<file path="config.mk">
export PLATFORM = sky130hd
export DESIGN_NAME = seq_priority_decoder_flat
export DESIGN_NICKNAME = d
export VERILOG_FILES = /design/src/rtl/seq_priority_decoder_if.sv /design/src/rtl/seq_priority_decoder.sv /design/src/flat_wrapper.sv
export SDC_FILE = /design/constraint.sdc
export NUM_CORES = 1
export LEC_CHECK = 0
export BUFFER_PORTS_ARGS = -buffer_cell sky130_fd_sc_hd__buf_2
export CAP_MARGIN = 0
export CORE_MARGIN = 2
export CORE_UTILIZATION = 35
export DETAILED_ROUTE_END_ITERATION = 16
export GPL_ROUTABILITY_DRIVEN = 1
export PLACE_DENSITY_LB_ADDON = 0.25
export SETUP_SLACK_MARGIN = 0.2
export SLEW_MARGIN = 40
export SYNTH_ARGS = -nofsm -noshare
export SYNTH_HDL_FRONTEND = slang
export SYNTH_SLANG_ARGS = --single-unit
</file>
<file path="constraint.sdc">
create_clock -name clk -period 1.35 [get_ports clk]
set_clock_uncertainty 0.2 [all_clocks]
set_input_delay 0.2025 -clock clk [delete_from_list [all_inputs] [get_ports clk]]
set_output_delay 0.2025 -clock clk [all_outputs]
set_load 0.02 [all_outputs]
</file>
<file path="src/rtl/seq_priority_decoder_if.sv">
// Handshake/output bundle for seq_priority_decoder.
// SEQ_DEC_SEEN_MASK_EN adds the seen_clr/seen sticky-mask signals.
interface seq_priority_decoder_if #(
   parameter int CODE_W = 3
);
   localparam int OUT_W = 2 ** CODE_W;

   logic              in_valid;
   logic              in_ready;
   logic [CODE_W-1:0] code;
   logic [OUT_W-1:0]  dout;
   logic              out_valid;
   logic              busy;
`ifdef SEQ_DEC_SEEN_MASK_EN
   logic              seen_clr;
   logic [OUT_W-1:0]  seen;

   modport master (
      output in_valid, code, seen_clr,
      input  in_ready, dout, out_valid, busy, seen
   );
   modport slave (
      input  in_valid, code, seen_clr,
      output in_ready, dout, out_valid, busy, seen
   );
`else
   modport master (
      output in_valid, code,
      input  in_ready, dout, out_valid, busy
   );
   modport slave (
      input  in_valid, code,
      output in_ready, dout, out_valid, busy
   );
`endif
endinterface

</file>
<file path="src/rtl/seq_priority_decoder.sv">
// Registered CODE_W-to-2**CODE_W decoder holding each one-hot line HOLD_CYCLES cycles.
// Optional sticky seen mask enabled by defining SEQ_DEC_SEEN_MASK_EN.
module seq_priority_decoder #(
   parameter int CODE_W      = 3,
   parameter int HOLD_CYCLES = 4
) (
   input  logic                  clk,
   input  logic                  rst_n,
   seq_priority_decoder_if.slave bus
);
   localparam int OUT_W = 2 ** CODE_W;
   localparam int CNT_W = $clog2(HOLD_CYCLES) + 1;

   localparam logic [0:0] IDLE = 1'b0;
   localparam logic [0:0] HOLD = 1'b1;

   localparam logic [CNT_W-1:0] CNT_LOAD = CNT_W'(HOLD_CYCLES - 1);
   localparam logic [OUT_W-1:0] ONE      = OUT_W'(1);

   logic [0:0]       state_q, state_d;
   logic [CNT_W-1:0] cnt_q, cnt_d;
   logic [OUT_W-1:0] dout_q, dout_d;
   logic             ready;
   logic             accept;

   // Ready depends only on registered state, never on in_valid.
   assign ready  = (state_q == IDLE) || (cnt_q == '0);
   assign accept = bus.in_valid && ready;

   always_comb begin
      state_d = state_q;
      cnt_d   = cnt_q;
      dout_d  = dout_q;
      if (accept) begin
         state_d = HOLD;
         cnt_d   = CNT_LOAD;
         dout_d  = ONE << bus.code;
      end else if (state_q == HOLD) begin
         if (cnt_q == '0) begin
            state_d = IDLE;
            dout_d  = '0;
         end else begin
            cnt_d = cnt_q - CNT_W'(1);
         end
      end
   end

   always_ff @(posedge clk or negedge rst_n) begin
      if (!rst_n) begin
         state_q <= IDLE;
         cnt_q   <= '0;
         dout_q  <= '0;
      end else begin
         state_q <= state_d;
         cnt_q   <= cnt_d;
         dout_q  <= dout_d;
      end
   end

   assign bus.in_ready  = ready;
   assign bus.dout      = dout_q;
   assign bus.out_valid = |dout_q;
   assign bus.busy      = (state_q == HOLD);

`ifdef SEQ_DEC_SEEN_MASK_EN
   logic [OUT_W-1:0] seen_q, seen_d;

   // Clear applies first so a coincident acceptance survives it.
   always_comb begin
      seen_d = bus.seen_clr ? '0 : seen_q;
      if (accept) seen_d = seen_d | (ONE << bus.code);
   end

   always_ff @(posedge clk or negedge rst_n) begin
      if (!rst_n) seen_q <= '0;
      else        seen_q <= seen_d;
   end

   assign bus.seen = seen_q;
`endif
endmodule

</file>
<file path="src/flat_wrapper.sv">
// flat-port wrapper written by rule: the top's interface ports become plain ports
module seq_priority_decoder_flat 
#(
   parameter int CODE_W      = 3,
   parameter int HOLD_CYCLES = 4
)
  (clk, rst_n, bus_in_valid, bus_code, bus_in_ready, bus_dout, bus_out_valid, bus_busy);
  seq_priority_decoder_if #(.CODE_W(CODE_W)) bus_i ();
  input  logic clk;
  input  logic rst_n;
  input wire logic [$bits(bus_i.in_valid)-1:0] bus_in_valid;
  input wire logic [$bits(bus_i.code)-1:0] bus_code;
  output wire logic [$bits(bus_i.in_ready)-1:0] bus_in_ready;
  output wire logic [$bits(bus_i.dout)-1:0] bus_dout;
  output wire logic [$bits(bus_i.out_valid)-1:0] bus_out_valid;
  output wire logic [$bits(bus_i.busy)-1:0] bus_busy;
  assign bus_i.in_valid = bus_in_valid;
  assign bus_i.code = bus_code;
  assign bus_in_ready = bus_i.in_ready;
  assign bus_dout = bus_i.dout;
  assign bus_out_valid = bus_i.out_valid;
  assign bus_busy = bus_i.busy;
  seq_priority_decoder #(.CODE_W(CODE_W), .HOLD_CYCLES(HOLD_CYCLES)) u_core (.clk(clk), .rst_n(rst_n), .bus(bus_i));
endmodule
</file>
[Word-level counts from Yosys, hierarchy flattened]
Cells that the tools add are included.
Word-level totals
  bits of input ports: 6
  flip-flop bits (word level): 12
Cells by class
  bitwise operators: 1
  add/sub/neg operators: 1
  equal/unequal tests: 1
  shift operators: 1
  multiplexer cells: 9
  reduce and logical (&&, ||, !) cells: 8
Operators by type and width (count)
  $mux 8: 3
  $mux 3: 3
  $reduce_or 8->1: 1
  $shl 1x3->8 const A: 1
  $reduce_and 2->1: 2
  $reduce_bool 2->1: 2
  $logic_not 3->1: 1
  $mux 1: 3
  $sub 3x1->3 const B: 1
  $ne 2x1->1 const B: 1
  $logic_and 1x1->1: 1
  $logic_or 1x1->1: 1
  $not 1->1: 1

[Depth between registers and ports, before layout]
Gate-level depths: netlist of the first run.
  depth after elaboration: 5
  mapped depth: 5
  depth with buffers taken out: 5

[Worst setup path after synthesis of the first run]
OpenSTA, ideal clock, no wires.
  path kind: register to register
  start point: register u_core.cnt_q[0]
  end point: register u_core.dout_q[5], in the netlist u_core.bus.dout[5]
  cell stages (with the launch flop): 6
  path buffers: 0
  library setup time: 0.122 ns
  arrival time: 1.196 ns
  required time: 1.028 ns
  setup slack: -0.168 ns
  period minus slack after synthesis: 1.518 ns
  cell sequence: dfrtp_1 > inv_1 > ha_1 > nand2b_1 > nand2_2 > a32o_1
On the way
  cells in the longest elaborated chain, start to end: 5
  elaborated cells on any way between the ends: 7
  those cells by class: 1 x mux; 6 x reduce/logical
Ends and longest elaborated chain
  start, declared: line seq_priority_decoder.sv:21  | logic [CNT_W-1:0] cnt_q, cnt_d;
  start signal, assigned: line seq_priority_decoder.sv:55  | cnt_q <= cnt_d;
  $logic_not 3->1 (*): line seq_priority_decoder.sv:27  | assign ready = (state_q == IDLE) || (cnt_q == '0);
  $logic_or 1x1->1 (*): line seq_priority_decoder.sv:27
  named net bus_in_ready: line flat_wrapper.sv:13  | output wire logic [$bits(bus_i.in_ready)-1:0] bus_in_ready;
  $logic_and 1x1->1 (*): line seq_priority_decoder.sv:28  | assign accept = bus.in_valid && ready;
  $reduce_bool 2->1 (no source line)
  $reduce_and 2->1 (no source line)
  end signal, assigned: line seq_priority_decoder.sv:56  | dout_q <= dout_d;
  end, declared: line seq_priority_decoder.sv:22  | logic [OUT_W-1:0] dout_q, dout_d;
Mark *: on every way through the listed nets, which the timed path passes. The rest lies on a longest branch.
A chain may end at the register's enable or synchronous reset.

[Final worst setup path of the first run]
  start point: register u_core.dout_q[2], in the netlist u_core.bus.dout[2]
  end point: output bus_out_valid
On the way
  cells in the longest elaborated chain, start to end: 1
Ends and longest elaborated chain
  $reduce_or 8->1: line seq_priority_decoder.sv:62  | assign bus.out_valid = |dout_q;
  end, declared: line flat_wrapper.sv:15  | output wire logic [$bits(bus_i.out_valid)-1:0] bus_out_valid;
Every way passes these cells.

==> results of run 1 <==
[layer usage]
layer | global-route usage [%] | vias to the layer above
li1 | - | 274
met2 | 33.2 | 22
met1 | 20.2 | 280
met5 | 0 | -
met4 | 1.82 | 0
met3 | 6.12 | 5
[how the worst max path moves through the flow]
stage / slack [ns] / startpoint / endpoint
2_1_floorplan: 0.03 / u_core.cnt_q[0]$_DFFE_PN0P_ / u_core.bus.dout[5]$_DFFE_PN0P_
3_3_place_gp: -0.02 / u_core.cnt_q[1]$_DFFE_PN0P_ / bus_in_ready
3_5_place_dp: -0.03 / u_core.cnt_q[1]$_DFFE_PN0P_ / bus_in_ready
4_1_cts: -0.22 / u_core.bus.dout[2]$_DFFE_PN0P_ / bus_out_valid
5_1_grt: -0.33 / u_core.bus.dout[2]$_DFFE_PN0P_ / bus_out_valid
6_report: -0.26 / u_core.bus.dout[2]$_DFFE_PN0P_ / bus_out_valid
[logic make-up after synthesis]
| logic type | Yosys count | synth area share [%] |
|---|---|---|
| AO/OA/AOI/OAI | 12 | 20.0 |
| adder cells (fa/ha/maj) | 2 | 4.39 |
| buffers and inverters | 3 | 1.98 |
| flip-flops | 12 | 52.7 |
| multiplexers | 2 | 3.52 |
| AND/OR/NAND/NOR | 17 | 17.4 |
[power groups by stage]
stage / combinational (W) / sequential, W / clock [W]
after floorplan: 0.000658 / 0.000803 / 0
after global placement: 0.00117 / 0.000672 / 0
after detailed placement: 0.00119 / 0.000670 / 0
after CTS: 0.00165 / 0.000686 / 0.000238
after global routing: 0.00214 / 0.000718 / 0.000263
final: 0.00201 / 0.000704 / 0.000232
[synthesized netlist by cell type (all sizes together)]
cell	number
nor4	2
and3	2
ha	2
a31oi	1
nor2	3
a32o	4
dfrtp	12
inv	3
nand2b	2
a22o	4
and2b	1
nor3b	1
a21oi	1
nor2b	3
o21ai	1
o31ai	1
nand2	3
mux2i	2
[registers in the layout, indices dropped and copies added, names as in the netlist]
register	cells
u_core.bus.dout	8
u_core.bus.busy	1
u_core.cnt_q	3
[per-stage QoR]
stage / setup TNS (ns) / total power [W]
finish: -2.18 / 0.00295
global placement: -0.0164 / 0.00185
CTS: -1.76 / 0.00258
floorplan: 0 / 0.00146
global route: -2.99 / 0.00312
detailed placement: -0.0528 / 0.00186
[timing repair]
| action | in CTS | in global routing |
|---|---|---|
| hold endpoints to repair | 12 | 0 |
| hold buffers | 1 | 0 |
| gates resized for setup | 29 | 8 |
| setup endpoints to repair | 23 | 23 |
| pin swaps | 8 | 5 |
| setup buffers | 10 | 10 |
[layout make-up]
type                    instances  area [um^2]
fillers                       109          465
repair buffers                 41          377
multi-input cells              33          323
flip-flops and latches         12          302
clock buffers                   4         26.3
well taps                      16         20.0
inverters                       3         11.3
==> results.sh, run 1 <==
export IMPL_maxSlewViolCount=0
export IMPL_post_route_period_util_pct=120
export IMPL_max_slew_margin_pct=81.2
export IMPL_fin_util_pct=69.5
export IMPL_fmax_mhz=620
export IMPL_grt_max_degree=13
export IMPL_critPathTopFamily="flip-flops"
export IMPL_via_count=581
export IMPL_mostFrequentLayoutCells="buf_6, buf_4, dfrtp_1, buf_2"
export IMPL_critPathKind="register to output port"
export IMPL_dpl_cell_count=84
export IMPL_antenna_left=0
export IMPL_yosys_area_top_type="dfrtp_1"
export IMPL_p_per_area_mw_per_mm2=2780
export IMPL_drive_gt1_share_pct=60.2
export IMPL_drt_pass1_iter_count=4
export IMPL_pin_count=17
export IMPL_cts_buffers=3
export IMPL_reg2reg_depth=6
export IMPL_drtIter0Drc=12
export IMPL_place_area_um2=746
export IMPL_chipHeight_um=44.3
export IMPL_switching_share_pct=38.3
export IMPL_setup_violations=14
export IMPL_place_congestion=0.760
export IMPL_max_stage_delay_ns=0.40
export IMPL_cts_tree="built"
export IMPL_critical_path_buf_inv_count=1
export IMPL_routed_top_layer="met4"
export IMPL_cts_sinks=12
export IMPL_r2r_start="u_core.cnt_q[1]$_DFFE_PN0P_"
export IMPL_ys_warn_count=0
export IMPL_internal_power_w=0.00182
export IMPL_dieArea_mm2=0.00197
export IMPL_hp_start="bus_in_valid"
export IMPL_cp_max_fo=2
export IMPL_power_switching_w=0.00113
export IMPL_synth_area_um2=569
export IMPL_stdcell_area_mm2=0.00106
export IMPL_rows=14
export IMPL_nets=102
export IMPL_wl_met1_um=563
export IMPL_syn_avg_cell_area_um2=11.9
export IMPL_ctsHtreeMaxLevel=1
export IMPL_maxCapViolations=0
export IMPL_status="complete, but fails checks"
export IMPL_p_leak_nw=0.519
export IMPL_worstMarginPinSlew_ns=0.283
export IMPL_combPwrFrac_pct=68.2
export IMPL_final_common_cell="buf_6"
export IMPL_core_mm2=0.00152
export IMPL_grt_pass1_vias=544
export IMPL_place_ws_ns=-0.0301
export IMPL_yosys_top_cells_area="dfrtp_1, a32o_1, a22o_1"
export IMPL_synth_cells=48
export IMPL_n_antenna_cell=0
export IMPL_arrival_ns=1.21
export IMPL_grt_pass1_wl_um=2500
export IMPL_hold_viol_final=0
export IMPL_min_period_ns=1.61
export IMPL_critPathRequiredTime_ns=0.95
export IMPL_violations="setup timing"
export IMPL_holdPathEnd="u_core.cnt_q[2]$_DFFE_PN0P_"
export IMPL_holdPathStages=2
export IMPL_die_x_um=44.3
export IMPL_synth_cell_types=20
export IMPL_timing_final_ws_setup_ns=-0.263
export IMPL_wl_per_cell_um=14.7
export IMPL_dr_wl_met2_um=916
export IMPL_syn_nets=56
export IMPL_instances_no_fill=109
export IMPL_p_clk_share_pct=7.9
export IMPL_cp_cell_sequence="nor4_2 > nand2_1 > buf_6"
export IMPL_cts_max_path_buffers=2
export IMPL_rsz0062_at_grt="true"
export IMPL_synth_top_area_share_pct=52.7
export IMPL_start_util_pct=37.4
export IMPL_routed_wl_um=1610
export IMPL_yosysSeqAreaShare_pct=52.7
export IMPL_startpoint_type="register"
export IMPL_synth_ff_latch_count=12
export IMPL_grt_ovfl_total=0
export IMPL_holdWs_ns=0.00622
export IMPL_drc=0
export IMPL_grt_usage_pct=17.8
export IMPL_cp_num_cells=3
export IMPL_endpoint_kind="output port"
export IMPL_min_path_type="primary input to register"
export IMPL_r2r_end="u_core.bus.dout[4]$_DFFE_PN0P_"
export IMPL_reg2reg_setup_slack_ns=-0.17
export IMPL_clk_pin_slew_ns=0.07
export IMPL_cts_root_buf="clkbuf_4"
export IMPL_syn_to_final_growth_pct=85.9
export IMPL_crit_slowest_cell="dfrtp_1"
export IMPL_insertion_delay_ns=0.27
export IMPL_portBuffers=16
export IMPL_peakVddDrop_uv=1560
export IMPL_antenna_found_initial=0
export IMPL_vias_per_cell=5.33
export IMPL_pwr_share_seq_pct=23.9
export IMPL_wl_met3_um=98
No activity file was read; power rests on OpenSTA's default activity.
==> inputs of run 2 (changes only) <==
- PLACE_DENSITY_LB_ADDON: 0.25 -> not set
==> results.sh, run 2 (synthesis results as in run 1) <==
export IMPL_dp_final_hpwl_um=882
export IMPL_rows=14
export IMPL_dpl_cell_count=83
export IMPL_insertion_delay_ns=0.27
export IMPL_min_period_ns=1.66
export IMPL_core_mm2=0.00152
export IMPL_antenna_left=0
export IMPL_clk_pin_slew_ns=0.07
export IMPL_drive_gt1_share_pct=61.5
export IMPL_min_path_type="primary input to register"
export IMPL_final_common_cell="buf_6"
export IMPL_mostFrequentLayoutCells="buf_6, buf_4, dfrtp_1, buf_2, a22o_1"
export IMPL_vias_per_cell=5.21
export IMPL_maxCapViolations=0
export IMPL_arrival_ns=1.25
export IMPL_grt_pass1_vias=513
export IMPL_place_congestion=0.727
export IMPL_dieArea_mm2=0.00197
export IMPL_pin_count=17
export IMPL_tns_ns=-2.33
export IMPL_dr_wl_met2_um=843
export IMPL_instances_no_fill=107
export IMPL_crit_slowest_cell="dfrtp_1"
export IMPL_fmax_mhz=604
export IMPL_nets=100
export IMPL_peakVddDrop_uv=1350
export IMPL_cts_buffers=3
export IMPL_grt_usage_pct=16.0
export IMPL_wl_met3_um=66
export IMPL_antenna_found_initial=0
export IMPL_start_util_pct=37.4
export IMPL_drc=0
export IMPL_p_leak_nw=0.518
export IMPL_ctsHtreeMaxLevel=1
export IMPL_cp_cell_sequence="nor4_2 > nand2_1 > buf_4"
export IMPL_syn_to_final_growth_pct=85.7
export IMPL_cts_max_path_buffers=2
export IMPL_endpoint_kind="output port"
export IMPL_max_slew_margin_pct=81.5
export IMPL_post_route_period_util_pct=123
export IMPL_violations="setup timing"
export IMPL_cts_root_buf="clkbuf_4"
export IMPL_critPathRequiredTime_ns=0.95
export IMPL_cts_tree="built"
export IMPL_wl_met1_um=683
export IMPL_hold_viol_final=0
export IMPL_routed_top_layer="met4"
export IMPL_portBuffers=16
export IMPL_worstMarginPinSlew_ns=0.277
export IMPL_wl_per_cell_um=15.0
export IMPL_startpoint_type="register"
export IMPL_drt_pass1_iter_count=4
export IMPL_largest_reg_flops=8
export IMPL_routed_wl_um=1610
export IMPL_status="complete, but fails checks"
export IMPL_timing_final_ws_setup_ns=-0.307
export IMPL_grt_pass1_wl_um=2180
export IMPL_max_stage_delay_ns=0.40
export IMPL_fillers=106
export IMPL_setup_violations=16
export IMPL_total_power_w=0.00294
export IMPL_drtIter0Drc=15
export IMPL_cts_sinks=12
export IMPL_p_per_area_mw_per_mm2=2780
export IMPL_chipHeight_um=44.3
export IMPL_n_antenna_cell=0
export IMPL_via_count=558
export IMPL_die_x_um=44.3
export IMPL_critPathKind="register to output port"
export IMPL_maxSlewViolCount=0
export IMPL_rsz0062_at_grt="true"
export IMPL_grt_ovfl_total=0
export IMPL_grt_max_degree=13
export IMPL_cp_max_fo=2
run 2: cell count changes in the layout (fill, tap and decap cells not counted), sizes merged:
cell / previous run / this run
buf: 40 / 38
run 2: worst paths after layout:
kind                            cells after the start                             end  slack (ns)                           start
worst min register to register                      1  u_core.bus.dout[5]$_DFFE_PN0P_        0.37  u_core.bus.dout[5]$_DFFE_PN0P_
worst max register to register                      6  u_core.bus.dout[0]$_DFFE_PN0P_       -0.17     u_core.cnt_q[1]$_DFFE_PN0P_
max in group asynchronous                           2       u_core.bus.busy$_DFF_PN0_        0.57                           rst_n
min in group asynchronous                           2     u_core.cnt_q[2]$_DFFE_PN0P_        0.15                           rst_n
worst min-delay path                                2  u_core.bus.dout[2]$_DFFE_PN0P_        0.05                     bus_code[1]
worst max-delay path                                3                   bus_out_valid       -0.31  u_core.bus.dout[2]$_DFFE_PN0P_
run 2: power by group:
part	internal, W	total (W)	switching [W]
sequential	0.000520	0.000711	0.000191
clock	0.000164	0.000281	0.000118
combinational	0.00111	0.00195	0.000838
total	0.00179	0.00294	0.00115
run 2: worst max-delay path, delay by kind of cell (launching register included):
family	cells	cell delay, ns
simple gates	2	0.41
flops	1	0.40
buf+inv	1	0.17
run 2: what timing repair did:
action | in CTS | in global routing
hold endpoints to repair | 12 | 0
setup buffers | 8 | 11
hold buffers | 1 | 0
gates resized for setup | 26 | 11
setup endpoints to repair | 23 | 23
pin swaps | 8 | 9
run 2: through the flow:
step                      util [%]  hold slack, ns  worst slack (ns)  area, um^2
after floorplan                  -          -0.293            0.0272         616
after global placement        48.4          -0.103           -0.0395         738
after detailed placement      48.4          -0.106           -0.0422         738
after CTS                     61.0          0.0391            -0.263         930
after global routing          69.4          0.0406            -0.364        1060
final                         69.4          0.0451            -0.307        1060
run 2: final cells by class:
class / instances / area [um^2] / area share, %
multi-input cells: 33 / 334 / 31.6
repair buffers: 39 / 354 / 33.5
well taps: 16 / 20.0 / 1.89
inverters: 3 / 11.3 / 1.07
clock buffers: 4 / 36.3 / 3.43
flip-flops and latches: 12 / 302 / 28.5
run 2: per-layer routing:
metal  track usage, %  vias up
met5                0        -
met4             3.64        0
met3             7.76        2
met2             27.1       15
met1             18.3      277
li1                 -      264
